==> src/rtl/lfsr_seq_pkg.sv <==
// Shared widths, FSM state type and the Galois LFSR step for the pattern sequencer.
// Pure definitions: no latency and no flow control of their own.
package lfsr_seq_pkg;

    localparam int LFSR_W = 8;
    localparam int ADDR_W = 8;
    localparam int TAP_W  = 7;

    typedef enum logic [1:0] {IDLE, LOAD, RUN, DONE} state_e;

    // Tap bit k feeds the MSB back into q[7-k]; bit 0 always receives the MSB.
    function automatic logic [LFSR_W-1:0] lfsr_next(input logic [LFSR_W-1:0] q,
                                                    input logic [TAP_W-1:0]  taps);
        logic              t;
        logic [LFSR_W-1:0] n;
        t    = q[LFSR_W-1];
        n[0] = t;
        for (int i = 1; i < LFSR_W; i++) begin
            n[i] = q[i-1] ^ (taps[LFSR_W-1-i] & t);
        end
        return n;
    endfunction

endpackage

==> src/rtl/lfsr_pattern_sequencer_if.sv <==
// Control, status and memory-write bundle between the controller and the sequencer.
// No latency and no backpressure: the memory port accepts one write per cycle.
interface lfsr_pattern_sequencer_if;
    import lfsr_seq_pkg::*;

    logic              start;
    logic              abort;
    logic [TAP_W-1:0]  cfg_taps;
    logic [LFSR_W-1:0] cfg_seed;
    logic [ADDR_W-1:0] cfg_base;
    logic [ADDR_W-1:0] cfg_stride;
    logic [7:0]        cfg_count;
    logic              busy;
    logic              done;
    logic              aborted;
    logic              mem_we;
    logic [ADDR_W-1:0] mem_addr;
    logic [LFSR_W-1:0] mem_wdata;
    logic [LFSR_W-1:0] lfsr_q;
    logic [TAP_W-1:0]  tap_loc;
    logic [7:0]        words_left;

    modport master (
        output start, abort, cfg_taps, cfg_seed, cfg_base, cfg_stride, cfg_count,
        input  busy, done, aborted, mem_we, mem_addr, mem_wdata, lfsr_q, tap_loc, words_left
    );

    modport slave (
        input  start, abort, cfg_taps, cfg_seed, cfg_base, cfg_stride, cfg_count,
        output busy, done, aborted, mem_we, mem_addr, mem_wdata, lfsr_q, tap_loc, words_left
    );

endinterface

==> src/rtl/lfsr_shift_reg.sv <==
// 8-bit Galois LFSR register: load wins over step; one-cycle update latency.
// No backpressure: holds its value when neither load nor step is asserted.
module lfsr_shift_reg
    import lfsr_seq_pkg::*;
(
    input  logic              clk,
    input  logic              reset,
    input  logic              load,
    input  logic              step,
    input  logic [LFSR_W-1:0] seed,
    input  logic [TAP_W-1:0]  taps,
    output logic [LFSR_W-1:0] q
);

    logic [LFSR_W-1:0] q_q;
    logic [LFSR_W-1:0] q_d;

    always_comb begin
        q_d = q_q;
        if (load) begin
            q_d = seed;
        end else if (step) begin
            q_d = lfsr_next(q_q, taps);
        end
    end

    always_ff @(posedge clk or posedge reset) begin
        if (reset) begin
            q_q <= '0;
        end else begin
            q_q <= q_d;
        end
    end

    assign q = q_q;

endmodule

==> src/rtl/lfsr_pattern_sequencer.sv <==
// Runs one LFSR sequence per start and writes each state to memory at base + n*stride.
// Latency: done in cycle count+2 after start; no backpressure, one word per cycle.
module lfsr_pattern_sequencer
    import lfsr_seq_pkg::*;
(
    input  logic                        clk,
    input  logic                        reset,
    lfsr_pattern_sequencer_if.slave     bus
);

    state_e            state_q, state_d;
    logic [TAP_W-1:0]  tap_loc_q, tap_loc_d;
    logic [LFSR_W-1:0] seed_q, seed_d;
    logic [ADDR_W-1:0] base_q, base_d;
    logic [ADDR_W-1:0] stride_q, stride_d;
    logic [7:0]        count_q, count_d;
    logic [ADDR_W-1:0] mem_addr_q, mem_addr_d;
    logic [7:0]        words_left_q, words_left_d;
    logic              aborted_q, aborted_d;
    logic              lfsr_load;
    logic              lfsr_step;
    logic              mem_we;
    logic [LFSR_W-1:0] lfsr_val;

    always_comb begin
        state_d      = state_q;
        tap_loc_d    = tap_loc_q;
        seed_d       = seed_q;
        base_d       = base_q;
        stride_d     = stride_q;
        count_d      = count_q;
        mem_addr_d   = mem_addr_q;
        words_left_d = words_left_q;
        aborted_d    = aborted_q;
        lfsr_load    = 1'b0;
        lfsr_step    = 1'b0;
        mem_we       = 1'b0;
        case (state_q)
            IDLE: begin
                if (bus.start) begin
                    state_d   = LOAD;
                    tap_loc_d = bus.cfg_taps;
                    seed_d    = bus.cfg_seed;
                    base_d    = bus.cfg_base;
                    stride_d  = bus.cfg_stride;
                    count_d   = bus.cfg_count;
                end
            end
            LOAD: begin
                lfsr_load    = 1'b1;
                mem_addr_d   = base_q;
                words_left_d = count_q;
                if (bus.abort) begin
                    state_d   = DONE;
                    aborted_d = 1'b1;
                end else if (count_q == 8'd0) begin
                    state_d = DONE;
                end else begin
                    state_d = RUN;
                end
            end
            RUN: begin
                // An abort suppresses this cycle's write and freezes the datapath.
                if (bus.abort) begin
                    state_d   = DONE;
                    aborted_d = 1'b1;
                end else begin
                    mem_we       = 1'b1;
                    lfsr_step    = 1'b1;
                    mem_addr_d   = mem_addr_q + stride_q;
                    words_left_d = words_left_q - 8'd1;
                    if (words_left_q == 8'd1) begin
                        state_d = DONE;
                    end
                end
            end
            DONE: begin
                state_d   = IDLE;
                aborted_d = 1'b0;
            end
            default: state_d = IDLE;
        endcase
    end

    always_ff @(posedge clk or posedge reset) begin
        if (reset) begin
            state_q      <= IDLE;
            tap_loc_q    <= '0;
            seed_q       <= '0;
            base_q       <= '0;
            stride_q     <= '0;
            count_q      <= '0;
            mem_addr_q   <= '0;
            words_left_q <= '0;
            aborted_q    <= 1'b0;
        end else begin
            state_q      <= state_d;
            tap_loc_q    <= tap_loc_d;
            seed_q       <= seed_d;
            base_q       <= base_d;
            stride_q     <= stride_d;
            count_q      <= count_d;
            mem_addr_q   <= mem_addr_d;
            words_left_q <= words_left_d;
            aborted_q    <= aborted_d;
        end
    end

    lfsr_shift_reg u_lfsr (
        .clk   (clk),
        .reset (reset),
        .load  (lfsr_load),
        .step  (lfsr_step),
        .seed  (seed_q),
        .taps  (tap_loc_q),
        .q     (lfsr_val)
    );

    assign bus.busy       = (state_q == LOAD) || (state_q == RUN);
    assign bus.done       = (state_q == DONE);
    assign bus.aborted    = aborted_q;
    assign bus.mem_we     = mem_we;
    assign bus.mem_addr   = mem_addr_q;
    assign bus.mem_wdata  = lfsr_val;
    assign bus.lfsr_q     = lfsr_val;
    assign bus.tap_loc    = tap_loc_q;
    assign bus.words_left = words_left_q;

endmodule
==> src/flat_wrapper.sv <==
// flat-port wrapper written by rule: the top's interface ports become plain ports
module lfsr_pattern_sequencer_flat import lfsr_seq_pkg::*;
  (clk, reset, bus_start, bus_abort, bus_cfg_taps, bus_cfg_seed, bus_cfg_base, bus_cfg_stride, bus_cfg_count, bus_busy, bus_done, bus_aborted, bus_mem_we, bus_mem_addr, bus_mem_wdata, bus_lfsr_q, bus_tap_loc, bus_words_left);
  lfsr_pattern_sequencer_if bus_i ();
  input  logic clk;
  input  logic reset;
  input wire logic [$bits(bus_i.start)-1:0] bus_start;
  input wire logic [$bits(bus_i.abort)-1:0] bus_abort;
  input wire logic [$bits(bus_i.cfg_taps)-1:0] bus_cfg_taps;
  input wire logic [$bits(bus_i.cfg_seed)-1:0] bus_cfg_seed;
  input wire logic [$bits(bus_i.cfg_base)-1:0] bus_cfg_base;
  input wire logic [$bits(bus_i.cfg_stride)-1:0] bus_cfg_stride;
  input wire logic [$bits(bus_i.cfg_count)-1:0] bus_cfg_count;
  output wire logic [$bits(bus_i.busy)-1:0] bus_busy;
  output wire logic [$bits(bus_i.done)-1:0] bus_done;
  output wire logic [$bits(bus_i.aborted)-1:0] bus_aborted;
  output wire logic [$bits(bus_i.mem_we)-1:0] bus_mem_we;
  output wire logic [$bits(bus_i.mem_addr)-1:0] bus_mem_addr;
  output wire logic [$bits(bus_i.mem_wdata)-1:0] bus_mem_wdata;
  output wire logic [$bits(bus_i.lfsr_q)-1:0] bus_lfsr_q;
  output wire logic [$bits(bus_i.tap_loc)-1:0] bus_tap_loc;
  output wire logic [$bits(bus_i.words_left)-1:0] bus_words_left;
  assign bus_i.start = bus_start;
  assign bus_i.abort = bus_abort;
  assign bus_i.cfg_taps = bus_cfg_taps;
  assign bus_i.cfg_seed = bus_cfg_seed;
  assign bus_i.cfg_base = bus_cfg_base;
  assign bus_i.cfg_stride = bus_cfg_stride;
  assign bus_i.cfg_count = bus_cfg_count;
  assign bus_busy = bus_i.busy;
  assign bus_done = bus_i.done;
  assign bus_aborted = bus_i.aborted;
  assign bus_mem_we = bus_i.mem_we;
  assign bus_mem_addr = bus_i.mem_addr;
  assign bus_mem_wdata = bus_i.mem_wdata;
  assign bus_lfsr_q = bus_i.lfsr_q;
  assign bus_tap_loc = bus_i.tap_loc;
  assign bus_words_left = bus_i.words_left;
  lfsr_pattern_sequencer u_core (.clk(clk), .reset(reset), .bus(bus_i));
endmodule
==> config.mk <==
export PLATFORM = sky130hd
export DESIGN_NAME = lfsr_pattern_sequencer_flat
export DESIGN_NICKNAME = d
export VERILOG_FILES = /design/src/rtl/lfsr_seq_pkg.sv /design/src/rtl/lfsr_pattern_sequencer_if.sv /design/src/rtl/lfsr_shift_reg.sv /design/src/rtl/lfsr_pattern_sequencer.sv /design/src/flat_wrapper.sv
export SDC_FILE = /design/constraint.sdc
export NUM_CORES = 1
export LEC_CHECK = 0
export BUFFER_PORTS_ARGS = -buffer_cell sky130_fd_sc_hd__buf_2
export CAP_MARGIN = 20
export CORE_AREA = 4 4 79 88
export CTS_CLUSTER_SIZE = 8
export DETAILED_ROUTE_END_ITERATION = 8
export DIE_AREA = 0 0 83 92
export PLACE_DENSITY_LB_ADDON = 0.1
export SLEW_MARGIN = 10
export SYNTH_ARGS = -nofsm -noshare
export SYNTH_HDL_FRONTEND = slang
export SYNTH_SLANG_ARGS = --single-unit
==> constraint.sdc <==
create_clock -name clk -period 3.1 [get_ports clk]
set_input_delay 0.155 -clock clk [delete_from_list [all_inputs] [get_ports clk]]
set_output_delay 0.155 -clock clk [all_outputs]
set_load 0.03 [all_outputs]
Word level (Yosys, flattened, before mapping). Index checks and enable logic that the tools add are counted.

Bits in registers: 66. Latch bits: 0. Memory bits (writable): 0. Bits in read-only memories: 0. Input bits: 43. Output and inout port bits: 43. Memories kept: 0.

Add/subtract/negate cells: 2. Multiply operators: 0. Div/mod/pow operators: 0. Magnitude comparators: 0. Eq/ne operators: 8. Shift operators: 0. Multiplexer cells: 17. Bitwise gates (word level): 14. Reduce and logical (&&, ||, !) cells: 11.

Operators with widths (number): 8-bit two-way mux (4); 8-bit one-hot mux with 2 select lines (2); 8-bit adder (1); 8-bit by 1-bit equality test with 1-bit output (second input constant) (1); 8-bit logical NOT (1); 2-bit two-way mux (4); 2-bit one-hot mux with 4 select lines (1); 2-bit AND reduction (4); 8-bit by 1-bit subtractor with 8-bit output (second input constant) (1); 1-bit bitwise AND (7); 1-bit bitwise XOR (7); 2-bit nonzero test (3); 1-bit two-way mux (5); 2-bit equality test (second input constant) (2); 2-bit != test (second input constant) (2); 3-bit by 2-bit != test with 1-bit output (second input constant) (1); 2-bit by 1-bit equality test with 1-bit output (second input constant) (1); 2-bit logical NOT (1); 2-bit by 1-bit != test with 1-bit output (second input constant) (1); 1-bit one-hot mux with 2 select lines (1); 2-bit OR reduction (1); 1-bit logical OR (1).

Longest topological paths before layout. Gate-level depths: netlist of the first run.

Depth in word-level cells: 4. Depth in mapped cells: 9.

By module. From an unflattened synthesis of the first run, not the netlist that was laid out.

Cells, all modules: 298. Area, all modules: 3380.7 um^2.

Modules (own cells, without submodules): lfsr_pattern_sequencer (instances 1, cells an instance 247, area an instance 2909.0 um^2, sequential area each 1451.4 um^2); lfsr_shift_reg (instances 1, cells an instance 51, area an instance 471.7 um^2, sequential area each 200.2 um^2).

Worst setup path before layout of the first run. No wires, ideal clock.

Kind: register -> register. Start: register u_core.mem_addr_q[0] (netlist: u_core.bus.mem_addr[0]). End: register u_core.mem_addr_q[6] (netlist: u_core.bus.mem_addr[6]). Library setup time: 0.076 ns. Data arrival time: 1.977 ns. Data required time: 3.024 ns. Slack: 1.047 ns. Stages on the path, launching flop included: 10. Cell sequence: dfrtp_1 > ha_1 > inv_1 > fa_1 > nor2b_1 > o21ai_1 > a21oi_1 > o21ai_1 > mux2_1 > o21ai_1.

Longest elaborated chain between the ends: 3.

Ends and longest elaborated chain: start, declared (line lfsr_pattern_sequencer.sv:17) `logic [ADDR_W-1:0] mem_addr_q, mem_addr_d;`; start signal, assigned (line lfsr_pattern_sequencer.sv:103) `mem_addr_q <= mem_addr_d;`; 8-bit adder (line lfsr_pattern_sequencer.sv:70) `mem_addr_d = mem_addr_q + stride_q;`; 8-bit two-way mux (line lfsr_pattern_sequencer.sv:64) `if (bus.abort) begin`; 8-bit one-hot mux with 2 select lines (line lfsr_pattern_sequencer.sv:38) `case (state_q)`.

No other way between the ends. The select of a mux whose other input is x is not followed. A chain may end at the register's enable or synchronous reset.

Final worst setup path of the first run.
Start: register u_core.state_q[0]. End: output port bus_mem_we.

Longest elaborated chain between the ends: 2.

Ends and longest elaborated chain: start, declared (line lfsr_pattern_sequencer.sv:11) `state_e state_q, state_d;`; start signal, assigned (line lfsr_pattern_sequencer.sv:97) `state_q <= state_d;`; 2-bit equality test (line lfsr_pattern_sequencer.sv:38); 1-bit two-way mux (line lfsr_pattern_sequencer.sv:38); end, declared (line flat_wrapper.sv:17) `output wire logic [$bits(bus_i.mem_we)-1:0] bus_mem_we;`.

No other way between the ends.

==> metrics.cfg, run 1 <==
[sta]
timing.final.crit_share_pct = 74.35
final_setup_violations = 0
final_hold_violation_count = 0
worst_setup_slack_after_layout_ns = 0.7951
grt_setup_unrepaired = false
worstMarginPinSlew_ns = 0.5893
post-route-min-period_ns = 2.305
slew-limit-headroom_pct = 60.72
max_freq_mhz = 433.9
finalHoldWorstSlack_ns = 0.02569
total_negative_setup_slacks_ns = 0
finClkSkew_ns = 0.009156
report.final.slew_viol_count = 0

[cts]
cts.root.buffer_cell = clkbuf_8
tritoncts_num_sinks = 66
cts_post_setup_buffers_inserted = 0
cts_tree = yes
post_cts.resized_instances = 0
cts_buffer_depth = 2
path_clk_slew_ns = 0.07
insertion_delay_ns = 0.34
cts_made_buffers = 9
cts-htree-levels = 3

[floorplan]
floorplan.die.height_um = 92
die-area_sq_mm = 0.007636
coreArea_sq_mm = 0.006081
io-pin-count = 86
die_width_um = 83
initial_utilization_pct = 55.37
rows = 30

[synthesis]
synth_area_leader_cell = dfrtp_1
syn_area_sq_mm = 0.003367
seq_area_frac_synth_pct = 49.05
yosysTopAreaCellShare_pct = 49.05
synth-warning-count = 0
netlist_instances = 311
dominantRegCellSynth = dfrtp_1
synth_seq_cells = 66
synth.lib_cells_used.distinct = 40
synth_top_cells_by_area = dfrtp_1, mux2_2, mux2_1
syn_area_per_cell_sq_um = 10.83
async_flop_share_pct = 100.0
postSynthNetCount = 369
synth_edf_count = 0

[detailed_routing]
finalWirelength_mm = 7.195
drt.antenna.violating_nets = 0
average_routed_wire_per_standard_cell_um = 15.12
detail_route.drc_violations = 0
drt_pass1_iterations = 4
vias_per_cell = 5.261
drtIter0Drc = 82
routed-via-count = 2504

[placed_design]
dp_worst_setup_slack_ns = 1.024
numPortBuffers = 85
final_weighted_congestion_in_routability_driven_placement = 0.8545
placed_cell_count = 461
hpwl_mm = 5.373

[critical_path]
critical_path.cell_chain = inv_1 -> ha_1 -> buf_4 -> nand2b_1 -> buf_4 -> inv_2 -> buf_2
timing.reg2reg.setup_slack_ns = 1.02
critical_path.slowest_cell = dfrtp_1
worst-setup-path-type = reg -> out
worstSetupEndpointType = output port
crit_path_max_incr_delay_ns = 0.43
worstPathRequired_ns = 2.94
worst_path_most_repeated_cell = buf_4
worstSetupStartpointType = register
cp_max_fo = 20
path_buf_inv = 5
critical_path.top_delay_family = buffers and inverters
crit_arrival_ns = 2.15

[grt]
grt_pass1_wl_mm = 12.12
grt_pass1_vias = 2547
antenna_found_initial = 0
gr-total-overflow = 0
groute.usage.overall_pct = 19.75
grt_max_degree = 29

[power_and_ir_drop]
power-per-cell-area_mw_per_mm2 = 1233
leakage_nw = 1.881
vdd_drop_max_mv = 0.6131

[layout]
antenna_cells = 0
num-fill-cells = 516
layout.area.seq_sq_mm = 0.001652
layout-area-overhead-vs-synth_pct = 19.92
final-instance-count-excl-fill = 476
drive_gt1_share_pct = 35.10
top_library_cells_by_usage_in_the_layout_fill_and_taps_aside = buf_2, dfrtp_1, nand2_1
multi_input_comb_area_sq_mm = 0.001529
num-nets-final = 451
mostFrequentLayoutCell = buf_2

[worst_hold_path]
worstHoldPathType = in -> reg

[flow_run]
max_cap_viol_count = 0

[run_status]
run_status = completed

## Yosys cell counts, types with 2 or more instances
library cell	number
ha_1	14
nand2b_1	4
nor2b_1	2
nand2_1	26
dfrtp_1	66
nor2_1	22
xnor2_1	6
inv_2	2
mux2i_1	2
mux2_2	22
clkbuf_1	4
a211oi_1	3
o21ai_1	19
o21a_1	2
inv_1	15
buf_4	9
buf_1	2
o21ai_0	2
buf_2	7
a21oi_2	2
xor2_1	7
mux2_1	20
a21oi_1	21
o22ai_1	7
nand3_1	5
nor3_2	2
a221oi_1	2
nor4_1	4
## sequential cells by signal, indices dropped and copies added (netlist names)
name / count
u_core.state_q: 2
u_core.bus.tap_loc: 7
u_core.count_q: 8
u_core.u_lfsr.q: 8
u_core.bus.words_left: 8
u_core.base_q: 8
u_core.bus.aborted: 1
u_core.seed_q: 8
u_core.stride_q: 8
u_core.bus.mem_addr: 8
## worst register-to-register path, stage by stage, from the launching register on
cell	delay (ns)
dfrtp_1	0.43
inv_1	0.13
ha_1	0.15
buf_4	0.22
nand2b_1	0.52
inv_1	0.09
a221oi_1	0.31
o21ai_1	0.11
## path summary, 6_finish.rpt
kind	end	start	cells past startpoint
worst max-delay path	bus_mem_we	u_core.state_q[0]	7
worst min-delay path	u_core.count_q[7]	bus_cfg_count[7]	2
worst max register to register	u_core.bus.mem_addr[6]	u_core.state_q[0]	7
worst min register to register	u_core.u_lfsr.q[3]	u_core.seed_q[3]	2
max in group asynchronous	u_core.bus.mem_addr[1]	reset	4
min in group asynchronous	u_core.bus.tap_loc[6]	reset	3
## kinds of logic after synthesis
family                     after synthesis  share of synthesized area (%)
AOI/OAI and AO/OA                       62                          10.85
and+or+nand+nor                         72                          10.66
DFF                                     66                          49.05
xor gates and xnor gates                13                          3.382
adders and majority gates               15                          5.797
muxes                                   44                          14.64
buffers and inverters                   39                          5.611
## repair_timing
item                                    CTS  global route
hold buffers                              1             0
endpoints found under the setup margin    0             0
endpoints found under the hold margin    24             0
## final cells by class
cell class | instances | area share, %
clock buffers | 12 | 3.843
clock inverters | 2 | 0.9297
inverters | 17 | 1.580
multi-input cells | 206 | 37.87
flip-flops and latches | 66 | 40.90
well taps | 80 | 2.479
repair buffers | 93 | 12.40
## metal layers
metal	part of all wire, %	track usage [%]
met5	0	0
met4	1.7	6.540
met3	6.0	5.391
met2	48	31.95
met1	44	25.78
## stage by stage
step | power, mW | utilization (%) | area (sq um)
3_5_place_dp | 4.290 | 63.07 | 3835
2_1_floorplan | 3.670 | - | 3367
3_3_place_gp | 4.217 | 62.74 | 3815
5_1_grt | 5.369 | 66.40 | 4038
6_report | 4.977 | 66.40 | 4038
4_1_cts | 5.032 | 66.40 | 4038
## report_power, final
part / switching [mW] / total, mW / internal, mW
Combinational: 1.56 / 2.58 / 1.02
Sequential: 0.378 / 1.68 / 1.30
Clock: 0.306 / 0.713 / 0.407
Power figures use the tool's default switching activity.
==> run 2: changes to the inputs <==
ABC_AREA = 1   (was unset)
CORE_AREA = 4 4 86 96   (was 4 4 79 88)
DIE_AREA = 0 0 90 100   (was 0 0 83 92)
clock period = 2.1 ns   (was 3.1 ns; I/O delays follow)
==> metrics.cfg, run 2 <==
[placed_design]
numPortBuffers = 85
hpwl_mm = 5.555
final_weighted_congestion_in_routability_driven_placement = 0.7805
placed_cell_count = 533

[grt]
groute.usage.overall_pct = 18.71
gr-max-usage-layer = met2
met3_track_demand_over_resource_in_global_routing_pct = 3.898
grt_max_degree = 40
grtUsageMet1_pct = 23.53
gr-total-overflow = 0
antenna_found_initial = 0
grt_pass1_vias = 2899
met2_usage_pct = 31.72
grt_pass1_wl_mm = 13.74

[run_status]
run_status = completed

[sta]
slew-limit-headroom_pct = 57.09
final_setup_violations = 0
timing.final.crit_share_pct = 88.24
report.final.slew_viol_count = 0
finClkSkew_ns = 0.009287
worstMarginPinSlew_ns = 0.6427
max_freq_mhz = 539.7
post-route-min-period_ns = 1.853
final_hold_violation_count = 0
total_negative_setup_slacks_ns = 0
grt_setup_unrepaired = false

[synthesis]
netlist_instances = 375
postSynthNetCount = 433
async_flop_share_pct = 100.0
synth_top_cells_by_area = dfrtp_1, mux2_2, nand2_1
synth.lib_cells_used.distinct = 29
synth_edf_count = 0
syn_area_per_cell_sq_um = 9.159
post_synth_most_frequent_cells = nand2_1, dfrtp_1, inv_1, mux2_2, nor2_1
synth_area_leader_cell = dfrtp_1
yosysTopAreaCellShare_pct = 48.09
synth-warning-count = 0
dominantRegCellSynth = dfrtp_1
yosys.cell_count.top_type = nand2_1
syn_area_sq_mm = 0.003435
seq_area_frac_synth_pct = 48.09
synth_seq_cells = 66

[detailed_routing]
vias_per_cell = 4.943
finalWirelength_mm = 7.841
drt_pass1_iterations = 4
routed-via-count = 2862
drtIter0Drc = 85
average_routed_wire_per_standard_cell_um = 13.54
drt.antenna.violating_nets = 0
detail_route.drc_violations = 0

[critical_path]
ff2ff_path_depth = 10
worstSetupStartpointType = register
timing.reg2reg.setup_slack_ns = 0.25
worst_r2r_startpoint = u_core.state_q[0]
worstSetupEndpointType = register
r2r_end = u_core.bus.words_left[5]
worstPathRequired_ns = 2.32
worst-setup-path-type = reg -> reg
critical_path.startpoint = u_core.state_q[0]
crit_arrival_ns = 2.08
cp_max_fo = 18

[power_and_ir_drop]
power_report.internal_total_mw = 4.070
p_comb_share_pct = 53.8
pwr-share-seq_pct = 31.9
power-per-cell-area_mw_per_mm2 = 1736
power_frac_clock_pct = 14.3
power_switching_share_pct = 46.83
vdd_drop_max_mv = 0.9807
total_switching_power_mw = 3.584
leakage_nw = 2.220

[layout]
final-instance-count-excl-fill = 579
antenna_cells = 0
drive_gt1_share_pct = 30.08
num-nets-final = 545
layout-area-overhead-vs-synth_pct = 28.38
mostFrequentLayoutCell = buf_2
top_library_cells_by_usage_in_the_layout_fill_and_taps_aside = buf_2, nand2_1, dfrtp_1

[cts]
cts_made_buffers = 9
cts.root.buffer_cell = clkbuf_8
postCtsHoldBufs = 30
cts-htree-levels = 3
cts_tree = yes
tritoncts_num_sinks = 66
post_cts.resized_instances = 0
cts_post_setup_buffers_inserted = 0
insertion_delay_ns = 0.34
cts_buffer_depth = 2
path_clk_slew_ns = 0.08

[worst_hold_path]
min-delay-start = bus_cfg_seed[1]
whs_path_depth = 2
worstHoldPathType = in -> reg
holdPathEnd = u_core.seed_q[1]

[floorplan]
io-pin-count = 86
initial_utilization_pct = 47.00
floorplan.die.height_um = 100
die-area_sq_mm = 0.009000
die_width_um = 90
coreArea_sq_mm = 0.007308
rows = 33

[flow_run]
max_cap_viol_count = 0

## run 2: worst max path at each step
stage / end / slack (ns) / cells past startpoint
6_report: u_core.bus.words_left[5] / 0.25 / 10
4_1_cts: u_core.bus.words_left[5] / 0.26 / 10
2_1_floorplan: u_core.base_q[0] / 0.34 / 1
3_5_place_dp: u_core.bus.words_left[5] / 0.24 / 10
3_3_place_gp: u_core.bus.words_left[5] / 0.33 / 10
5_1_grt: u_core.bus.words_left[5] / 0.07 / 10
## run 2: worst max-delay path: stages, from the launching register on
cell	delay [ns]
dfrtp_1	0.43
inv_1	0.11
ha_1	0.23
inv_2	0.17
nor2_4	0.07
inv_2	0.17
nand2_4	0.16
inv_2	0.21
a21oi_1	0.06
nand2_1	0.06
o21ai_0	0.06
## run 2: cells by family after synthesis
logic type / after synthesis / share of synthesized area (%)
simple gates: 142 / 17.30
mux: 32 / 10.49
compound gates: 55 / 8.852
xor+xnor: 8 / 2.040
buf+inv: 57 / 7.541
flops: 66 / 48.09
fa+ha+maj: 15 / 5.683
## run 2: per-stage QoR
| stage | util, % | power (mW) | hold WS [ns] | worst slack, ns | instance area (sq um) |
|---|---|---|---|---|---|
| 2_1_floorplan | - | 5.613 | 0.2555 | 0.3402 | 3435 |
| 3_3_place_gp | 53.43 | 6.509 | 0.2246 | 0.3338 | 3905 |
| 3_5_place_dp | 53.43 | 6.575 | 0.2277 | 0.2350 | 3905 |
| 4_1_cts | 60.33 | 7.727 | 0.001058 | 0.2551 | 4409 |
| 5_1_grt | 60.33 | 8.329 | 0.001926 | 0.07291 | 4409 |
| 6_report | 60.33 | 7.653 | 0.009833 | 0.2469 | 4409 |
## run 2: area by class of cell
class | count | area, sq um
Clock buffer | 11 | 151.4
Timing Repair Buffer | 120 | 775.7
Sequential cell | 66 | 1652
Clock inverter | 5 | 52.55
Multi-Input combinational cell | 252 | 1526
Tap cell | 87 | 108.9
Inverter | 38 | 142.6
Fill cell | 675 | 2899
## run 2: layer usage
metal / routed length (um) / share of wire [%]
met1: 3427 / 44
met2: 3961 / 51
met3: 332 / 4.2
met4: 119 / 1.5
met5: 0 / 0
## run 2: power by group through the flow
stage          Combinational, mW  Clock (mW)  Sequential [mW]
2_1_floorplan               2.69           0             2.92
3_3_place_gp                4.06           0             2.44
3_5_place_dp                4.11           0             2.47
4_1_cts                     4.16        1.12             2.44
5_1_grt                     4.62        1.18             2.53
6_report                    4.12        1.10             2.44
==> run 3: changes to the inputs <==
clock period = 1.51 ns   (was 2.1 ns; I/O delays follow)
==> metrics.cfg, run 3 (same netlist as run 2, synthesis figures left out) <==
[power_and_ir_drop]
leakage_nw = 2.490
total_switching_power_mw = 5.654
vdd_drop_max_mv = 1.436
power_frac_clock_pct = 12.3
power_switching_share_pct = 45.27
pwr-share-seq_pct = 27.7
power_report.internal_total_mw = 6.835
p_comb_share_pct = 60.1
power-per-cell-area_mw_per_mm2 = 2474

[cts]
cts_buffer_depth = 2
cts_made_buffers = 9
cts.root.buffer_cell = clkbuf_8
insertion_delay_ns = 0.35
path_clk_slew_ns = 0.08
cts_tree = yes
cts-htree-levels = 3
tritoncts_num_sinks = 66

[grt]
groute.usage.overall_pct = 19.50
grt_pass1_vias = 3034
gr-total-overflow = 0
grt_pass1_wl_mm = 14.24
grt_max_degree = 67
antenna_found_initial = 0

[critical_path]
worstPathRequired_ns = 1.76
cp_max_fo = 2
worstSetupEndpointType = register
crit_arrival_ns = 1.81
worstSetupStartpointType = register
timing.reg2reg.setup_slack_ns = -0.05
ff2ff_path_depth = 11
worst-setup-path-type = reg -> reg

[sta]
post-route-min-period_ns = 1.558
final_setup_violations = 2
finClkSkew_ns = 0.009600
finalHoldWorstSlack_ns = -0.0001891
worstMarginPinSlew_ns = 0.3665
worst_setup_slack_after_layout_ns = -0.04805
final_hold_violation_count = 1
max_freq_mhz = 641.8
timing.final.crit_share_pct = 103.2
slew-limit-headroom_pct = 75.56
report.final.slew_viol_count = 0
total_negative_setup_slacks_ns = -0.08441
grt_setup_unrepaired = true

[layout]
layout-area-overhead-vs-synth_pct = 46.99
mostFrequentLayoutCell = buf_2
num-nets-final = 586
antenna_cells = 0
drive_gt1_share_pct = 39.77
multi_input_comb_area_sq_mm = 0.001718
num-fill-cells = 591
top_library_cells_by_usage_in_the_layout_fill_and_taps_aside = buf_2, nand2_1, dfrtp_1
layout.area.seq_sq_mm = 0.001657

[detailed_routing]
detail_route.drc_violations = 0
drtIter0Drc = 182
average_routed_wire_per_standard_cell_um = 15.13
finalWirelength_mm = 9.380
drt_pass1_iterations = 4
vias_per_cell = 5.042
routed-via-count = 3126
drt.antenna.violating_nets = 0

[placed_design]
final_weighted_congestion_in_routability_driven_placement = 0.8026
dp_worst_setup_slack_ns = -0.07063
hpwl_mm = 5.738
numPortBuffers = 85

[floorplan]
coreArea_sq_mm = 0.007308
initial_utilization_pct = 47.00
die-area_sq_mm = 0.009000
die_width_um = 90
rows = 33
floorplan.die.height_um = 100
io-pin-count = 86

[flow_run]
max_cap_viol_count = 0

[worst_hold_path]
whs_path_depth = 3
worstHoldPathType = in -> reg

[run_status]
violations = negative hold slack, negative setup slack
run_status = complete, but fails checks

run 3: changes by cell type in the layout (fill, tap and decap cells not counted), sizes merged:
| cell | delta |
|---|---|
| clkbuf | +6 |
| buf | +32 |
| dlygate4sd3 | +6 |
| clkinv | -3 |
run 3: repair_timing:
item,CTS,global route
setup buffers,3,8
gates resized for setup,17,39
hold endpoints to repair,101,0
pin swaps,8,15
hold buffers,36,0
endpoints found under the setup margin,40,43
cloned,0,5
run 3: power by group through the flow:
stage	sequential (mW)	combinational [mW]	clock, mW
2_1_floorplan	4.09	3.82	0
3_3_place_gp	3.36	6.19	0
3_5_place_dp	3.40	6.31	0
4_1_cts	3.36	6.62	1.55
5_1_grt	3.57	8.23	1.63
6_report	3.46	7.50	1.53
run 3: worst paths after layout:
path	endpoint	startpoint
max	u_core.bus.mem_addr[6]	u_core.stride_q[0]
min	u_core.count_q[7]	bus_cfg_count[7]
max reg2reg	u_core.bus.mem_addr[6]	u_core.stride_q[0]
min reg2reg	u_core.u_lfsr.q[7]	u_core.seed_q[7]
max in group asynchronous	u_core.bus.mem_addr[1]	reset
min in group asynchronous	u_core.bus.tap_loc[6]	reset
run 3: through the flow:
step                      utilization, %  total power, mW  cell area (sq um)  cells
after detailed placement           56.17            9.708               4105    552
after CTS                          64.63            11.54               4723    607
after global placement             56.17            9.548               4105    552
final                              69.08            12.49               5049    620
after global routing               69.08            13.43               5049    620
after floorplan                        -            7.916               3486    375
run 3: area by class of cell:
type	instances	area share (%)
clock inverter	2	0.6939
tap	87	2.156
timing repair buffer	161	23.99
sequential	66	32.81
multi-input combinational	252	34.03
inverter	38	3.098
clock buffer	14	3.222
run 3: worst max-delay path, cell delays in order, from the launching register on:
cell and delay, ns:
dfrtp_1 0.40, ha_4 0.15, inv_2 0.03, fa_2 0.32, inv_2 0.06, nand2_2 0.05
nand2_2 0.08, nand3b_1 0.10, nand3_1 0.08, nand3_1 0.06, nand2_1 0.07, nand2_1 0.04
run 3: per-layer routing:
layer,GRT usage [%],part of all wire [%]
met3,4.423,4.8
met4,5.654,1.6
met5,0,0
met2,33.56,51
met1,24.82,43
